`src/rtl/rgb_gray_pipe.sv`:
```
// -----------------------------------------------------------------------------
// rgb_gray_pipe
//
// Pipelined colour-to-grey converter for the video front end (feeds the Sobel
// and Hough blocks). Each pixel is converted as
//   grey = sat( (kr*R + kg*G + kb*B + 2^(COEF_W-1)) >> COEF_W )
// or, in the single-channel modes, passes the selected channel straight through
// the same arithmetic. Data, syncs, enable and the pixel coordinates all leave
// the block exactly three clocks after they enter.
//
// Configuration (cfg_*) is shadowed on the rising edge of in_vsync, so a frame
// is always processed with one consistent set of weights/mode/ROI. A pixel that
// arrives on the vsync rising cycle already belongs to the new frame and uses
// the newly sampled configuration and y = 0.
//
// Optional feature macro: RGB_GRAY_ROI_MASK_EN
//   defined   : out_data is forced to 0 for pixels outside the ROI rectangle
//               [roi_x0..roi_x1] x [roi_y0..roi_y1]; an inverted range is empty.
//   undefined : ROI ports are accepted but ignored; no mask logic exists.
//
// Ports
//   clk, rst_n              pixel clock, asynchronous active-low reset
//   in_hsync/in_vsync/in_de input syncs and active-pixel enable
//   in_data [3*DW]          {R,G,B}, R in the MSBs
//   cfg_mode [2]            0 weighted, 1 R only, 2 G only, 3 B only
//   cfg_kr/kg/kb [COEF_W]   channel weights, COEF_W fractional bits
//   cfg_roi_x0/x1/y0/y1     inclusive ROI bounds
//   out_hsync/vsync/de      inputs delayed by 3 clocks
//   out_data [DW]           grey value (0 while out_de is low)
//   out_x / out_y [CW]      coordinate of the pixel on out_data
// -----------------------------------------------------------------------------
module rgb_gray_pipe #(
  parameter int DW     = 8,
  parameter int COEF_W = 8,
  parameter int H_DISP = 640,
  parameter int V_DISP = 480,
  parameter int CW     = 12
) (
  input  logic              clk,
  input  logic              rst_n,
  input  logic              in_hsync,
  input  logic              in_vsync,
  input  logic              in_de,
  input  logic [3*DW-1:0]   in_data,
  input  logic [1:0]        cfg_mode,
  input  logic [COEF_W-1:0] cfg_kr,
  input  logic [COEF_W-1:0] cfg_kg,
  input  logic [COEF_W-1:0] cfg_kb,
  input  logic [CW-1:0]     cfg_roi_x0,
  input  logic [CW-1:0]     cfg_roi_x1,
  input  logic [CW-1:0]     cfg_roi_y0,
  input  logic [CW-1:0]     cfg_roi_y1,
  output logic              out_hsync,
  output logic              out_vsync,
  output logic              out_de,
  output logic [DW-1:0]     out_data,
  output logic [CW-1:0]     out_x,
  output logic [CW-1:0]     out_y
);

  // Product, sum and rounded-sum widths. The sum of three products cannot
  // overflow SW bits; one extra bit keeps the rounding add exact.
  localparam int PW = DW + COEF_W;
  localparam int SW = DW + COEF_W + 2;
  localparam int RW = SW + 1;

  localparam logic [CW-1:0]     CNT_MAX  = {CW{1'b1}};
  localparam logic [CW-1:0]     CNT_ONE  = {{(CW-1){1'b0}}, 1'b1};
  localparam logic [RW-1:0]     RND_HALF = {{(RW-1){1'b0}}, 1'b1} << (COEF_W - 1);
  localparam logic [RW-1:0]     GREY_MAX = {{(RW-DW){1'b0}}, {DW{1'b1}}};
  localparam logic [1:0]        MODE_RST = 2'd0;
  localparam logic [COEF_W-1:0] KR_RST   = COEF_W'(77);
  localparam logic [COEF_W-1:0] KG_RST   = COEF_W'(150);
  localparam logic [COEF_W-1:0] KB_RST   = COEF_W'(29);

  // Clamp the rounded/shifted sum into the output range.
  function automatic logic [DW-1:0] sat_grey(input logic [RW-1:0] v);
    logic [DW-1:0] r;
    if (v > GREY_MAX) begin
      r = {DW{1'b1}};
    end else begin
      r = v[DW-1:0];
    end
    return r;
  endfunction

  // ---------------------------------------------------------------------------
  // Edge detection and configuration shadow
  // ---------------------------------------------------------------------------
  logic              vs_prev_r;
  logic              de_prev_r;
  logic              vs_rise_s;
  logic              de_fall_s;

  logic [1:0]        mode_r;
  logic [COEF_W-1:0] kr_r;
  logic [COEF_W-1:0] kg_r;
  logic [COEF_W-1:0] kb_r;

  logic [1:0]        mode_eff_s;
  logic [COEF_W-1:0] kr_eff_s;
  logic [COEF_W-1:0] kg_eff_s;
  logic [COEF_W-1:0] kb_eff_s;

  assign vs_rise_s = in_vsync & ~vs_prev_r;
  assign de_fall_s = ~in_de & de_prev_r;

  // Previous-cycle copies of vsync and de for edge detection.
  always_ff @(posedge clk or negedge rst_n) begin
    if (!rst_n) begin
      vs_prev_r <= 1'b0;
      de_prev_r <= 1'b0;
    end else begin
      vs_prev_r <= in_vsync;
      de_prev_r <= in_de;
    end
  end

  // Weight/mode shadow, reloaded only at frame start.
  always_ff @(posedge clk or negedge rst_n) begin
    if (!rst_n) begin
      mode_r <= MODE_RST;
      kr_r   <= KR_RST;
      kg_r   <= KG_RST;
      kb_r   <= KB_RST;
    end else if (vs_rise_s) begin
      mode_r <= cfg_mode;
      kr_r   <= cfg_kr;
      kg_r   <= cfg_kg;
      kb_r   <= cfg_kb;
    end else begin
      mode_r <= mode_r;
      kr_r   <= kr_r;
      kg_r   <= kg_r;
      kb_r   <= kb_r;
    end
  end

  // The vsync-rise pixel belongs to the new frame, so it sees the new config.
  always_comb begin
    mode_eff_s = mode_r;
    kr_eff_s   = kr_r;
    kg_eff_s   = kg_r;
    kb_eff_s   = kb_r;
    if (vs_rise_s) begin
      mode_eff_s = cfg_mode;
      kr_eff_s   = cfg_kr;
      kg_eff_s   = cfg_kg;
      kb_eff_s   = cfg_kb;
    end else begin
      mode_eff_s = mode_r;
      kr_eff_s   = kr_r;
      kg_eff_s   = kg_r;
      kb_eff_s   = kb_r;
    end
  end

  // ---------------------------------------------------------------------------
  // Coordinate counters
  // ---------------------------------------------------------------------------
  logic [CW-1:0] x_cnt_r;
  logic [CW-1:0] y_cnt_r;
  logic [CW-1:0] y_tag_s;

  // A pixel is tagged with the count before its own increment; on the vsync
  // rising cycle the y clear takes priority, so that pixel is row 0.
  assign y_tag_s = vs_rise_s ? {CW{1'b0}} : y_cnt_r;

  // Column counter: counts active pixels, cleared by any de-low cycle.
  always_ff @(posedge clk or negedge rst_n) begin
    if (!rst_n) begin
      x_cnt_r <= {CW{1'b0}};
    end else if (in_de) begin
      if (x_cnt_r != CNT_MAX) begin
        x_cnt_r <= x_cnt_r + CNT_ONE;
      end else begin
        x_cnt_r <= x_cnt_r;
      end
    end else begin
      x_cnt_r <= {CW{1'b0}};
    end
  end

  // Row counter: counts de falling edges, cleared at frame start.
  always_ff @(posedge clk or negedge rst_n) begin
    if (!rst_n) begin
      y_cnt_r <= {CW{1'b0}};
    end else if (vs_rise_s) begin
      y_cnt_r <= {CW{1'b0}};
    end else if (de_fall_s && (y_cnt_r != CNT_MAX)) begin
      y_cnt_r <= y_cnt_r + CNT_ONE;
    end else begin
      y_cnt_r <= y_cnt_r;
    end
  end

  // ---------------------------------------------------------------------------
  // Optional ROI: membership is decided in stage 1 (where the shadow and the
  // coordinate tag are both available) and carried down as a single bit.
  // ---------------------------------------------------------------------------
`ifdef RGB_GRAY_ROI_MASK_EN
  logic [CW-1:0] roi_x0_r;
  logic [CW-1:0] roi_x1_r;
  logic [CW-1:0] roi_y0_r;
  logic [CW-1:0] roi_y1_r;
  logic [CW-1:0] roi_x0_eff_s;
  logic [CW-1:0] roi_x1_eff_s;
  logic [CW-1:0] roi_y0_eff_s;
  logic [CW-1:0] roi_y1_eff_s;
  logic          roi_hit_s;
  logic          roi1_r;
  logic          roi2_r;

  // ROI shadow, reloaded only at frame start; resets to the full frame.
  always_ff @(posedge clk or negedge rst_n) begin
    if (!rst_n) begin
      roi_x0_r <= {CW{1'b0}};
      roi_x1_r <= CW'(H_DISP - 1);
      roi_y0_r <= {CW{1'b0}};
      roi_y1_r <= CW'(V_DISP - 1);
    end else if (vs_rise_s) begin
      roi_x0_r <= cfg_roi_x0;
      roi_x1_r <= cfg_roi_x1;
      roi_y0_r <= cfg_roi_y0;
      roi_y1_r <= cfg_roi_y1;
    end else begin
      roi_x0_r <= roi_x0_r;
      roi_x1_r <= roi_x1_r;
      roi_y0_r <= roi_y0_r;
      roi_y1_r <= roi_y1_r;
    end
  end

  // Inclusive bounds test; an inverted range can never be satisfied.
  always_comb begin
    roi_x0_eff_s = roi_x0_r;
    roi_x1_eff_s = roi_x1_r;
    roi_y0_eff_s = roi_y0_r;
    roi_y1_eff_s = roi_y1_r;
    if (vs_rise_s) begin
      roi_x0_eff_s = cfg_roi_x0;
      roi_x1_eff_s = cfg_roi_x1;
      roi_y0_eff_s = cfg_roi_y0;
      roi_y1_eff_s = cfg_roi_y1;
    end else begin
      roi_x0_eff_s = roi_x0_r;
      roi_x1_eff_s = roi_x1_r;
      roi_y0_eff_s = roi_y0_r;
      roi_y1_eff_s = roi_y1_r;
    end
    roi_hit_s = (x_cnt_r >= roi_x0_eff_s) && (x_cnt_r <= roi_x1_eff_s) &&
                (y_tag_s >= roi_y0_eff_s) && (y_tag_s <= roi_y1_eff_s);
  end

  // ROI flag travelling alongside the pixel through stages 1 and 2.
  always_ff @(posedge clk or negedge rst_n) begin
    if (!rst_n) begin
      roi1_r <= 1'b0;
      roi2_r <= 1'b0;
    end else begin
      roi1_r <= roi_hit_s;
      roi2_r <= roi1_r;
    end
  end
`else
  // ROI inputs are accepted but have no effect in this build.
  logic unused_roi_s;
  assign unused_roi_s = ^{cfg_roi_x0, cfg_roi_x1, cfg_roi_y0, cfg_roi_y1,
                          CW'(H_DISP), CW'(V_DISP)};
`endif

  // ---------------------------------------------------------------------------
  // Stage 1: per-channel products
  // ---------------------------------------------------------------------------
  logic [DW-1:0] r_s;
  logic [DW-1:0] g_s;
  logic [DW-1:0] b_s;
  logic [PW-1:0] p_r_s;
  logic [PW-1:0] p_g_s;
  logic [PW-1:0] p_b_s;

  assign r_s = in_data[3*DW-1 -: DW];
  assign g_s = in_data[2*DW-1 -: DW];
  assign b_s = in_data[DW-1:0];

  // Single-channel modes scale the chosen channel by 1.0 (a shift) so the
  // rest of the pipe is shared with the weighted mode.
  always_comb begin
    p_r_s = {PW{1'b0}};
    p_g_s = {PW{1'b0}};
    p_b_s = {PW{1'b0}};
    case (mode_eff_s)
      2'd0: begin
        p_r_s = PW'(kr_eff_s) * PW'(r_s);
        p_g_s = PW'(kg_eff_s) * PW'(g_s);
        p_b_s = PW'(kb_eff_s) * PW'(b_s);
      end
      2'd1: p_r_s = {r_s, {COEF_W{1'b0}}};
      2'd2: p_g_s = {g_s, {COEF_W{1'b0}}};
      2'd3: p_b_s = {b_s, {COEF_W{1'b0}}};
      default: begin
        p_r_s = {PW{1'b0}};
        p_g_s = {PW{1'b0}};
        p_b_s = {PW{1'b0}};
      end
    endcase
  end

  logic [PW-1:0] p_r1_r;
  logic [PW-1:0] p_g1_r;
  logic [PW-1:0] p_b1_r;
  logic          hs1_r;
  logic          vs1_r;
  logic          de1_r;
  logic [CW-1:0] x1_r;
  logic [CW-1:0] y1_r;

  // Stage 1 register: products plus the side-band that travels with them.
  always_ff @(posedge clk or negedge rst_n) begin
    if (!rst_n) begin
      p_r1_r <= {PW{1'b0}};
      p_g1_r <= {PW{1'b0}};
      p_b1_r <= {PW{1'b0}};
      hs1_r  <= 1'b0;
      vs1_r  <= 1'b0;
      de1_r  <= 1'b0;
      x1_r   <= {CW{1'b0}};
      y1_r   <= {CW{1'b0}};
    end else begin
      p_r1_r <= p_r_s;
      p_g1_r <= p_g_s;
      p_b1_r <= p_b_s;
      hs1_r  <= in_hsync;
      vs1_r  <= in_vsync;
      de1_r  <= in_de;
      x1_r   <= x_cnt_r;
      y1_r   <= y_tag_s;
    end
  end

  // ---------------------------------------------------------------------------
  // Stage 2: sum of products
  // ---------------------------------------------------------------------------
  logic [SW-1:0] sum_s;
  logic [SW-1:0] sum2_r;
  logic          hs2_r;
  logic          vs2_r;
  logic          de2_r;
  logic [CW-1:0] x2_r;
  logic [CW-1:0] y2_r;

  assign sum_s = SW'(p_r1_r) + SW'(p_g1_r) + SW'(p_b1_r);

  // Stage 2 register.
  always_ff @(posedge clk or negedge rst_n) begin
    if (!rst_n) begin
      sum2_r <= {SW{1'b0}};
      hs2_r  <= 1'b0;
      vs2_r  <= 1'b0;
      de2_r  <= 1'b0;
      x2_r   <= {CW{1'b0}};
      y2_r   <= {CW{1'b0}};
    end else begin
      sum2_r <= sum_s;
      hs2_r  <= hs1_r;
      vs2_r  <= vs1_r;
      de2_r  <= de1_r;
      x2_r   <= x1_r;
      y2_r   <= y1_r;
    end
  end

  // ---------------------------------------------------------------------------
  // Stage 3: round half up, saturate, blank/mask, register outputs
  // ---------------------------------------------------------------------------
  logic [RW-1:0] rounded_s;
  logic [RW-1:0] shifted_s;
  logic [DW-1:0] grey_s;

  assign rounded_s = {1'b0, sum2_r} + RND_HALF;
  assign shifted_s = rounded_s >> COEF_W;

  // Blanking has priority; the ROI mask only applies to active pixels.
  always_comb begin
    grey_s = {DW{1'b0}};
    if (!de2_r) begin
      grey_s = {DW{1'b0}};
`ifdef RGB_GRAY_ROI_MASK_EN
    end else if (!roi2_r) begin
      grey_s = {DW{1'b0}};
`endif
    end else begin
      grey_s = sat_grey(shifted_s);
    end
  end

  // Output register.
  always_ff @(posedge clk or negedge rst_n) begin
    if (!rst_n) begin
      out_hsync <= 1'b0;
      out_vsync <= 1'b0;
      out_de    <= 1'b0;
      out_data  <= {DW{1'b0}};
      out_x     <= {CW{1'b0}};
      out_y     <= {CW{1'b0}};
    end else begin
      out_hsync <= hs2_r;
      out_vsync <= vs2_r;
      out_de    <= de2_r;
      out_data  <= grey_s;
      out_x     <= x2_r;
      out_y     <= y2_r;
    end
  end

endmodule
```
`config.mk`:
```
export PLATFORM = sky130hd
export DESIGN_NAME = rgb_gray_pipe
export DESIGN_NICKNAME = d
export VERILOG_FILES = /design/src/rtl/rgb_gray_pipe.sv
export SDC_FILE = /design/constraint.sdc
export NUM_CORES = 1
export LEC_CHECK = 0
export CORE_MARGIN = 2
export CORE_UTILIZATION = 55
export DETAILED_ROUTE_END_ITERATION = 7
export PLACE_DENSITY = 0.89
export SETUP_SLACK_MARGIN = 0.1
export SLEW_MARGIN = 10
export SYNTH_ARGS = -nofsm -noshare
export SYNTH_HDL_FRONTEND = slang
export SYNTH_SLANG_ARGS = --single-unit
```
`constraint.sdc`:
```
create_clock -name clk -period 14.95 [get_ports clk]
set_clock_uncertainty 0.15 [all_clocks]
set_input_delay 1.495 -clock clk [delete_from_list [all_inputs] [get_ports clk]]
set_output_delay 1.495 -clock clk [all_outputs]
set_load 0.02 [all_outputs]
```
==> metrics.txt <==
die area ~27000 um^2; highest clock rate approximately 140 MHz; CTS Hold Bufs 0; Syn Area/Cell between 10 and 15 um^2; r2r setup slk about 9000 ps; placed cell count roughly 1700; # rows 58; CTS HTree Levels 4; Iteration-0 DRC Markers ~750; Max Slew Vio Count 0; Area Growth Syn to Fin 13.4%; crit path to p_g1_r[15]; post-synth top area cell dfrtp_1; Initial Util 0.556; Power per Cell Area ~170 nW/um^2; minimum clock period roughly 7100 ps; post-cts sizing count 0; Syn Nets around 1600; ant diodes 0; fin nets ~1700; pin count of the biggest net entering global routing ~140; clock buffer depth 2; Core ar. about 25000 um^2; most frequent cells in the layout dfrtp_1 (186), inv_1 (164), ha_1 (130); Layout Utilization 0.631; grt ovf 0; crit end category flip-flop; worst rel slew slack 0.268; synth top area cells dfrtp_1 (33%), fa_1 (18%), ha_1 (12%), nor2b_1 (4.5%), inv_1 (4.4%); chip width between 150 and 200 um; Pleak a little under 8 nW; fin cells about 1700; post-layout power roughly 2.6 mW; drc violations 0; Min-Delay Path Depth 0; Final Hold Fails 0; Seq pwr share 0.247; commonest non-fill, non-tap cell in the layout dfrtp_1; WS Path Type in2reg; Sw Share 0.445; Top FF cell, synth dfrtp_1; r2r startpoint vs1_r; max_cap viols 0; register area share after synthesis 0.357; port bufs between 80 and 90; hpwl dp 21100 um; Total Wirelength about 29000 um; Detailed Routing Iterations Pass 1 7; Post-synth EDFFs 0; Net Sw Power between 1 and 1.5 mW; Post-Syn Area approximately 14000 um^2; Synth Register Bits slightly below 200; Place WS between 7000 and 8000 ps; WP data required roughly 15000 ps; post-route cell area around 16000 um^2; DR vias/cell 5.65; Ports ~140; Fill cells approximately 1900; Clock Pin Slew Worst Setup and Hold Paths 90 ps; crit path max fanout 50; post-CTS setup buffer count 0; routability cong. roughly 0.94; setup ws final approximately 7800 ps; vias in the first global route ~10000; Yosys top cell area share 0.334; Worst Max-Slew Pin Slew approximately 1100 ps; clock network power share 0.188; Cells after Synth around 1300; first-pass GRT wire length about 50000 um; Clock Sink Count about 200; Worst Hold Class reg2reg; Internal between 1 and 1.5 mW; RSZ-0062 raised after global routing false; Setup-failing EPs final 0; area of the multi-input gates approximately 8200 um^2; Clk Latency, worst-skew pair ~440 ps; Vias between 9000 and 10000; Ys Warns 0; asr flop ratio synth 1.00; CTS buffer count 17; Setup TNS Final 0 ps; Comb power frac 0.566; Critical Path Start Type input pin; Worst Reg-to-Reg Cells 18; per-cell routed wire length 16.9 um; Cell Area, Placed between 15000 and 20000 um^2; CTS tree yes; Crit path arrival time between 7000 and 8000 ps; Die Ht 163 um; biggest regs p_b1_r x16, p_g1_r x16, p_r1_r x16; period utilisation layout 0.476; status completed; initial antenna violation count 0; layout cells sized above 1 0.0577; FF-to-FF End p_g1_r[15]; root buffer cell clkbuf_16; CP Launch Point in_vsync; Synth cell types 62; Seq. cell area 4970 um^2; Max IR drop VDD between 0.1 and 0.15 mV; Hold Slack 195 ps; GRT Overall Usage 0.233; ANT nets after route 0
final cells by class:
cell class,instances,area share
clock buffers,17,0.0269
clock inverters,15,0.0138
inverters,164,0.0390
multi-input cells,902,0.522
flip-flops and latches,198,0.315
well taps,330,0.0261
repair buffers,91,0.0576
power groups by stage:
stage / logic [mW] / registers, mW / clock network (mW)
2_1_floorplan: 1.11 / 0.657 / 0
3_3_place_gp: 1.39 / 0.655 / 0
3_5_place_dp: 1.45 / 0.659 / 0
4_1_cts: 1.48 / 0.649 / 0.503
5_1_grt: 1.68 / 0.656 / 0.526
6_report: 1.49 / 0.648 / 0.493
synthesized netlist by cell type (2+ instances only):
library cell and n:
a211oi_2 3, nor2b_1 100, buf_6 2, a211oi_1 12, clkbuf_1 9, a21oi_1 27, xor2_1 24, dfrtp_1 186
nand2_1 86, a32oi_1 2, nand3_1 17, o21a_1 10, a2111oi_0 2, nand3b_1 3, buf_2 4, buf_1 4
and4_1 6, a211o_1 5, nor4_1 5, a21boi_1 9, mux2i_1 4, ha_1 130, nor3_1 15, fa_1 123
nor2_1 38, xnor2_1 31, o211ai_1 8, inv_1 164, o21bai_1 5, mux2i_2 11, nand2b_1 6, o31a_1 2
dfstp_2 12, a21o_1 11, and3_1 10, a311oi_1 2, o21ai_1 17, nand4_1 15, o21ai_0 30, a41oi_1 6
and2_1 92, a31oi_1 4, mux2_2 13
how the worst min path moves through the flow:
| stage | startpoint | to | slack [ps] |
|---|---|---|---|
| finish | x2_r[10] | out_x[10] | 190 |
| global route | x2_r[10] | out_x[10] | 200 |
| CTS | x2_r[10] | out_x[10] | 200 |
| detailed placement | y2_r[11] | out_y[11] | 180 |
| global placement | y1_r[10] | y2_r[10] | 180 |
| floorplan | hs1_r | hs2_r | 180 |
worst max-delay path, stage by stage:
cell and delay [ps]:
clkdlybuf4s50_1 490, nor2b_4 140, buf_4 660, mux2i_1 730, inv_1 150, nand2_1 150
fa_1 430, fa_1 550, inv_1 60, fa_1 530, inv_1 50, fa_1 520
inv_1 40, ha_1 340, o21ai_0 170, o21ai_1 200, a221oi_2 320, xnor2_1 160
o21ai_1 80
routing by layer:
| metal | up-vias | part of all wire | global-route usage |
|---|---|---|---|
| met5 | - | 0 | 0 |
| met4 | 0 | 0.028 | 0.0805 |
| met3 | 69 | 0.051 | 0.0279 |
| met2 | 348 | 0.50 | 0.403 |
| met1 | 4879 | 0.42 | 0.307 |
| li1 | 4404 | - | - |
kinds of logic (layout without fill, tap and decap cells):
kind of cell	after synthesis	after routing	synth area share
AND/OR/NAND/NOR	399	399	0.157
adder cells (fa/ha/maj)	253	253	0.294
flip-flops	198	198	0.357
buffers and inverters	184	287	0.0513
AO/OA/AOI/OAI	166	166	0.0811
XOR/XNOR	55	55	0.0346
multiplexers	29	29	0.0259
Note: power is estimated with default switching activity, not from simulation.
